--- src/rtl/mem_arbiter.sv ---
`default_nettype none
// ============================================================================
// mem_arbiter : two-requester (I$/D$) arbiter driving one line-based memory
//               port with command, write-beat and read-beat phases.
// Revision    : 1.0
// ============================================================================
module mem_arbiter #(
  parameter int BEATS = 4
) (
  input  logic        clk,
  input  logic        rst,
  input  logic        ic_req,
  input  logic [31:0] ic_addr,
  input  logic        dc_req,
  input  logic        dc_we,
  input  logic [31:0] dc_addr,
  input  logic [31:0] dc_wdata,
  output logic        dc_wnext,
  output logic [31:0] rdata,
  output logic        ic_rvalid,
  output logic        dc_rvalid,
  output logic        ic_done,
  output logic        dc_done,
  output logic        mem_cmd_valid,
  input  logic        mem_cmd_ready,
  output logic        mem_cmd_we,
  output logic [27:0] mem_cmd_addr,
  output logic [31:0] mem_wdata,
  output logic        mem_wvalid,
  input  logic        mem_wready,
  input  logic [31:0] mem_rdata,
  input  logic        mem_rvalid,
  output logic        busy
);

  localparam int CW = (BEATS > 1) ? $clog2(BEATS) : 1;

  if (!(BEATS == 2 || BEATS == 4 || BEATS == 8)) begin : g_beats_check
    $error("mem_arbiter: BEATS must be 2, 4 or 8");
  end

  typedef enum logic [2:0] {
    S_IDLE  = 3'd0,
    S_CMD   = 3'd1,
    S_WRITE = 3'd2,
    S_READ  = 3'd3,
    S_DONE  = 3'd4
  } state_t;

  state_t          r_state;
  state_t          w_next;
  logic            r_gnt_dc;   // 1 = D$ owns the current transaction
  logic            r_last_dc;  // 1 = D$ was granted last
  logic            r_we;
  logic [27:0]     r_addr;
  logic [CW-1:0]   r_cnt;
  logic            w_grant_dc;
  logic            w_start;
  logic            w_last_beat;
  logic            w_beat;
  logic            w_unused;

  assign w_unused = ^{ic_addr[3:0], dc_addr[3:0]};

  // On a tie the requester that was not granted last wins.
  assign w_grant_dc  = dc_req && (!ic_req || !r_last_dc);
  assign w_start     = (r_state == S_IDLE) && (ic_req || dc_req);
  assign w_last_beat = (r_cnt == CW'(BEATS - 1));
  assign w_beat      = ((r_state == S_WRITE) && mem_wready) ||
                       ((r_state == S_READ)  && mem_rvalid);

  always_ff @(posedge clk or posedge rst) begin
    if (rst) begin
      r_state   <= S_IDLE;
      r_gnt_dc  <= 1'b0;
      r_last_dc <= 1'b0;
      r_we      <= 1'b0;
      r_addr    <= 28'd0;
      r_cnt     <= '0;
    end else begin
      r_state <= w_next;
      if (w_start) begin
        r_gnt_dc <= w_grant_dc;
        r_we     <= w_grant_dc && dc_we;
        r_addr   <= w_grant_dc ? dc_addr[31:4] : ic_addr[31:4];
        r_cnt    <= '0;
      end else if (w_beat) begin
        r_cnt <= r_cnt + CW'(1);
      end
      if (r_state == S_DONE) begin
        r_last_dc <= r_gnt_dc;
      end
    end
  end

  always_comb begin
    w_next        = r_state;
    dc_wnext      = 1'b0;
    rdata         = 32'd0;
    ic_rvalid     = 1'b0;
    dc_rvalid     = 1'b0;
    ic_done       = 1'b0;
    dc_done       = 1'b0;
    mem_cmd_valid = 1'b0;
    mem_cmd_we    = 1'b0;
    mem_cmd_addr  = 28'd0;
    mem_wdata     = 32'd0;
    mem_wvalid    = 1'b0;
    busy          = (r_state != S_IDLE);
    case (r_state)
      S_IDLE: begin
        if (ic_req || dc_req) w_next = S_CMD;
      end
      S_CMD: begin
        mem_cmd_valid = 1'b1;
        mem_cmd_we    = r_we;
        mem_cmd_addr  = r_addr;
        if (mem_cmd_ready) w_next = r_we ? S_WRITE : S_READ;
      end
      S_WRITE: begin
        mem_wvalid = 1'b1;
        mem_wdata  = dc_wdata;
        dc_wnext   = mem_wready && r_gnt_dc;
        if (mem_wready && w_last_beat) w_next = S_DONE;
      end
      S_READ: begin
        rdata     = mem_rdata;
        ic_rvalid = mem_rvalid && !r_gnt_dc;
        dc_rvalid = mem_rvalid &&  r_gnt_dc;
        if (mem_rvalid && w_last_beat) w_next = S_DONE;
      end
      S_DONE: begin
        ic_done = !r_gnt_dc;
        dc_done =  r_gnt_dc;
        w_next  = S_IDLE;
      end
      default: w_next = S_IDLE;
    endcase
  end

endmodule
`default_nettype wire

--- config.mk ---
export PLATFORM = sky130hd
export DESIGN_NAME = mem_arbiter
export DESIGN_NICKNAME = d
export VERILOG_FILES = /design/src/rtl/mem_arbiter.sv
export SDC_FILE = /design/constraint.sdc
export NUM_CORES = 1
export LEC_CHECK = 0
export ABC_CLOCK_PERIOD_IN_PS = 2100
export CAP_MARGIN = 20
export CORE_MARGIN = 3
export CORE_UTILIZATION = 30
export DETAILED_ROUTE_END_ITERATION = 8
export GPL_TIMING_DRIVEN = 0
export HOLD_SLACK_MARGIN = 0.06
export PLACE_DENSITY = 0.79
export SKIP_LAST_GASP = 1
export SYNTH_ARGS = -nofsm -noshare
export SYNTH_HDL_FRONTEND = slang
export SYNTH_SLANG_ARGS = --single-unit
--- constraint.sdc ---
create_clock -name clk -period 2.1 [get_ports clk]
set_input_delay 0.42 -clock clk [delete_from_list [all_inputs] [get_ports clk]]
set_output_delay 0.42 -clock clk [all_outputs]
set_load 0.05 [all_outputs]
==> Word-level counts from Yosys, hierarchy flattened <==
Index checks and enable logic that the tools add are counted.
{ "totals": {"reg_bits": 36, "latchBits": 0, "input_bits": 136, "ram_bits": 0, "mem_count": 0, "elab_cells": 56, "mem_bits_ro": 0, "out_inout_bits": 101} }
{ "op_classes": {"order_cmp": 0, "muxes": 20, "multipliers": 0, "n_eq_ne": 9, "bitwise_logic": 0, "add_sub_neg": 1, "n_reduce_logical": 20, "div": 0, "shifts": 0} }
{ "ops": {"columns": ["cell", "n"], "rows": [
  ["$mux 32", 2],
  ["$mux 28", 2],
  ["$mux 3", 4],
  ["$pmux 3 s4", 1],
  ["$logic_and 1x1->1", 10],
  ["$mux 1", 9],
  ["$eq 3x2->1 const B", 2],
  ["$ne 2x1->1 const B", 3],
  ["$mux 2", 2],
  ["$reduce_and 4->1", 1],
  ["$eq 3x1->1 const B", 1],
  ["$eq 3x3->1 const B", 1],
  ["$logic_not 1->1", 3],
  ["$logic_not 3->1", 1],
  ["$logic_or 1x1->1", 3],
  ["$reduce_bool 3->1", 1],
  ["$add 2x1->2 const B", 1],
  ["$eq 2x2->1 const B", 1],
  ["$ne 2x2->1 const B", 1],
  ["$reduce_bool 2->1", 1]
]} }

==> Longest topological paths before layout <==
{ "logic_depth": {"word_depth": 5, "depth_mapped": 5, "mapped_depth_nobuf": 4} }

==> Least setup slack after synthesis <==
OpenSTA, ideal clock, no wires.
{ "synth_timing": {"path_kind": "reg-to-output", "startpoint": "reg r_state[1]", "endpoint": "out mem_cmd_addr[18]", "stages_incl_launch_ff": 5, "t_required_ps": 1680, "arrival_ps": 1912, "setup_slack_ps": -232, "path_buffers": 2, "path_cell_list": "dfrtp_1 -> buf_2 -> nor3b_1 -> clkbuf_1 -> and2_1"} }
{ "synth_via": {"elab_chain_len": 2} }
{ "synth_lines": {"columns": ["item", "line", "source"], "rows": [
  ["start, declared", "50", "state_t r_state;"],
  ["start signal, assigned", "81", "r_state <= w_next;"],
  ["$eq 3x1->1", "110", "case (r_state)"],
  ["$mux 28", "110", null],
  ["end, declared", "27", "output logic [27:0] mem_cmd_addr,"]
]} }
No other way between the ends.

==> Worst setup path in the final report <==
{ "layout_timing": {"startpoint": "reg r_state[2]", "endpoint": "out mem_wdata[2]"} }
{ "layout_via": {"elab_chain_len": 2} }
{ "layout_lines": {"columns": ["item", "line", "source"], "rows": [
  ["$eq 3x2->1", "110", null],
  ["$mux 32", "110", null],
  ["end, declared", "28", "output logic [31:0] mem_wdata,"]
]} }
No other way between the ends.

==> impl_metrics.csv <==
group,metric,value,unit
outcome,outcome,"finished, final reports clean",
critical_path,arrival,1.63,ns
global_route,gr-usage-all-layers,0.185,
routing,routed_wl,9170,µm
layout,fin_util,0.634,
placed_design,dp_hpwl,7480,µm
logic_synthesis,synth-seq-area-share,0.363,
logic_synthesis,synth_cell_types,30,
routing,ant_nets,0,
sta,whs,0.495,ns
sta,setup_viol,0,
critical_path,critPathLaunchType,"flop",
clocking,htree_levels,2,
logic_synthesis,syn_nets,381,
logic_synthesis,avgSynthCellArea,10.2,µm²
logic_synthesis,async_flop_share,1.00,
die,core,0.00789,mm²
power_and_ir_drop,power_leakage,2.26,nW
layout,syn2layout_area_growth,102,%
routing,drt_iter0_markers,51,
sta,rsz0062_at_grt,"yes",
power_and_ir_drop,power_density,1500,mW/mm²
clocking,clk_pin_slew,0.07,ns
routing,route.detailed.drc,0,
sta,tightestPinTransition,0.610,ns
die,die_x,96.9,µm
global_route,antenna_found_initial,0,
critical_path,r2r-end,"r_addr[6]$_DFFE_PP0P_",
placed_design,gp_congestion,0.818,
critical_path,reg2regPathDepth,4,
critical_path,r2r-start,"r_state[2]$_DFFE_PP0P_",
global_route,grt_pass1_vias,2675,
critical_path,crit_fanout,10,
layout,drive_gt1_frac,0.387,
clocking,cts_buffer_depth,2,
sta,drv_slew,0,
critical_path,cp_top_family,"simple AND/OR/NAND/NOR gates",
logic_synthesis,synth_edf_count,0,
global_route,grt_overflow_total,0,
global_route,grt_max_degree,24,
critical_path,cp_data_required_time,1.68,ns
sta,fin_worst_skew,0.00278,ns
logic_synthesis,synthCells,244,
sta,min_period_over_period,0.974,
placed_design,port_buffers,228,
clocking,cts_buffers,5,
critical_path,crit_path_start,"r_state[2]$_DFFE_PP0P_",
clocking,cts_num_sinks,36,
critical_path,max_stage_delay,0.47,ns
layout,nets,620,
hold_path,hp-class,"in2async",
logic_synthesis,yosys_warnings,0,
die,rows,32,
power_and_ir_drop,max-vdd-ir-drop,0.000690,V
critical_path,reg2reg_setup_slack,0.44,ns
routing,drt-wirelength-per-cell,15.7,µm
die,die_y,96.9,µm
sta,finalWorstPathRequiredPeriod,2.05,ns
critical_path,critical_path_class,"reg2out",
layout,n_fill_cell,696,
layout,diodes,0,
sta,fmaxAchievable,489,MHz
clocking,clkLatencyLatePin,0.29,ns
routing,vias,2641,
power_and_ir_drop,power,7.48,mW
critical_path,worstSetupEndpoint,"mem_wdata[2]",
logic_synthesis,syn-cell-area,0.00248,mm²
global_route,grt_pass1_wl,14100,µm
routing,drt_pass1_iterations,4,
logic_synthesis,synth-seq-cells,36,
sta,hold_violations,0,
critical_path,worstSetupPathDepth,5,
clocking,clock-root-buffer,"clkbuf_8",
die,start_util,0.314,
critical_path,end_kind,"primary output",
routing,drt-vias-per-instance,4.51,
critical_path,slowest_stage,"dfrtp_2",
sta,setup-tns-final,0,ns
critical_path,path_buf_inv,2,
die,die-area,0.00939,mm²
sta,slew_headroom,0.593,
critical_path,cp_cell_sequence,"nand2b_4 > nor2_4 > buf_4 > and2_1 > buf_6",
die,ios,237,
clocking,cts_tree,"yes",
logic_synthesis,ys.flop_type,"dfrtp_1",
job,maxCapViolations,0,
per-stage QoR:
step           area (µm²)  instances  setup WS [ns]
4_1_cts              4800        582         -0.196
2_1_floorplan        2480        244        0.00312
6_report             5000        585         0.0538
5_1_grt              5000        585        -0.0269
3_5_place_dp         4920        575         -0.658
3_3_place_gp         4890        574         -0.592
routing by layer:
layer | vias to the layer above | track usage | part of all wire
li1 | 1288 | - | -
met2 | 117 | 0.326 | 0.51
met4 | 0 | 0.0432 | 0.016
met3 | 15 | 0.0598 | 0.076
met1 | 1221 | 0.217 | 0.40
met5 | - | 0 | 0
synthesized netlist by cell type, types with 2 or more instances:
library cell	n	area share
mux2_1	7	0.032
and2_1	93	0.23
nor3b_1	2	0.0061
buf_2	5	0.010
clkbuf_1	8	0.012
nor2_1	5	0.0076
nand2_1	4	0.0061
buf_6	3	0.014
dfrtp_1	36	0.36
o31ai_1	2	0.0061
mux2_2	51	0.23
o21ai_0	4	0.0081
nand2b_1	2	0.0050
and3_1	3	0.0076
a21oi_1	4	0.0081
registers in the layout, indices dropped and copies added (netlist names):
name / flops
r_gnt_dc: 1
r_state: 3
r_we: 1
r_last_dc: 1
r_addr: 28
r_cnt: 2
how the worst min path moves through the flow:
stage,endpoint,from,cells after the start
detailed placement,r_last_dc$_DFFE_PP0N_,r_last_dc$_DFFE_PP0N_,1
CTS,r_last_dc$_DFFE_PP0N_,r_last_dc$_DFFE_PP0N_,1
finish,r_addr[13]$_DFFE_PP0P_,rst,2
floorplan,r_addr[22]$_DFFE_PP0P_,r_addr[22]$_DFFE_PP0P_,1
global route,r_last_dc$_DFFE_PP0N_,r_last_dc$_DFFE_PP0N_,1
global placement,r_addr[22]$_DFFE_PP0P_,r_addr[22]$_DFFE_PP0P_,1
worst register-to-register path, cell delays in order, from the launching register on:
cell	delay [ns]
dfrtp_2	0.47
or3_4	0.39
nor2_4	0.17
buf_6	0.18
mux2_2	0.34
report_power, final:
| part | switching [mW] | leakage, nW | total, mW | internal, mW |
|---|---|---|---|---|
| Sequential | 0.195 | 0.429 | 1.25 | 1.05 |
| Combinational | 3.49 | 1.78 | 5.70 | 2.22 |
| Clock | 0.231 | 0.0503 | 0.523 | 0.292 |
cell families after synthesis:
logic type | synth area share
DFF | 0.363
muxes | 0.267
buffers and inverters | 0.0404
and+or+nand+nor | 0.296
adders and majority gates | 0.00504
AOI/OAI and AO/OA | 0.0283
placed cells by master (no fill, tap or decap), types with 2 or more instances in the layout:
cell,n
mux2_2,51
buf_6,43
clkbuf_8,7
and2_1,93
o31ai_1,2
o21ai_0,4
buf_2,10
and3_1,3
a21oi_1,4
buf_4,62
clkdlybuf4s50_1,127
clkdlybuf4s15_2,5
dfrtp_1,35
nor2_1,4
mux2_1,7
nand2_1,4
nor2_4,2
final cells by class:
cell class	instances	area (µm²)	area share
repair buffers	232	2210	0.442
multi-input cells	190	1510	0.301
flip-flops and latches	36	902	0.180
plain buffers	17	151	0.0303
well taps	102	128	0.0255
clock buffers	7	96.3	0.0193
inverters	1	3.75	0.000751
what timing repair did:
item,CTS,global route
gates cloned,0,1
gates resized for setup,592,66
setup buffers,0,2
hold buffers,0,0
pin swaps,0,3
endpoints found under the setup margin,101,95
No activity file was read; power rests on OpenSTA's default activity.
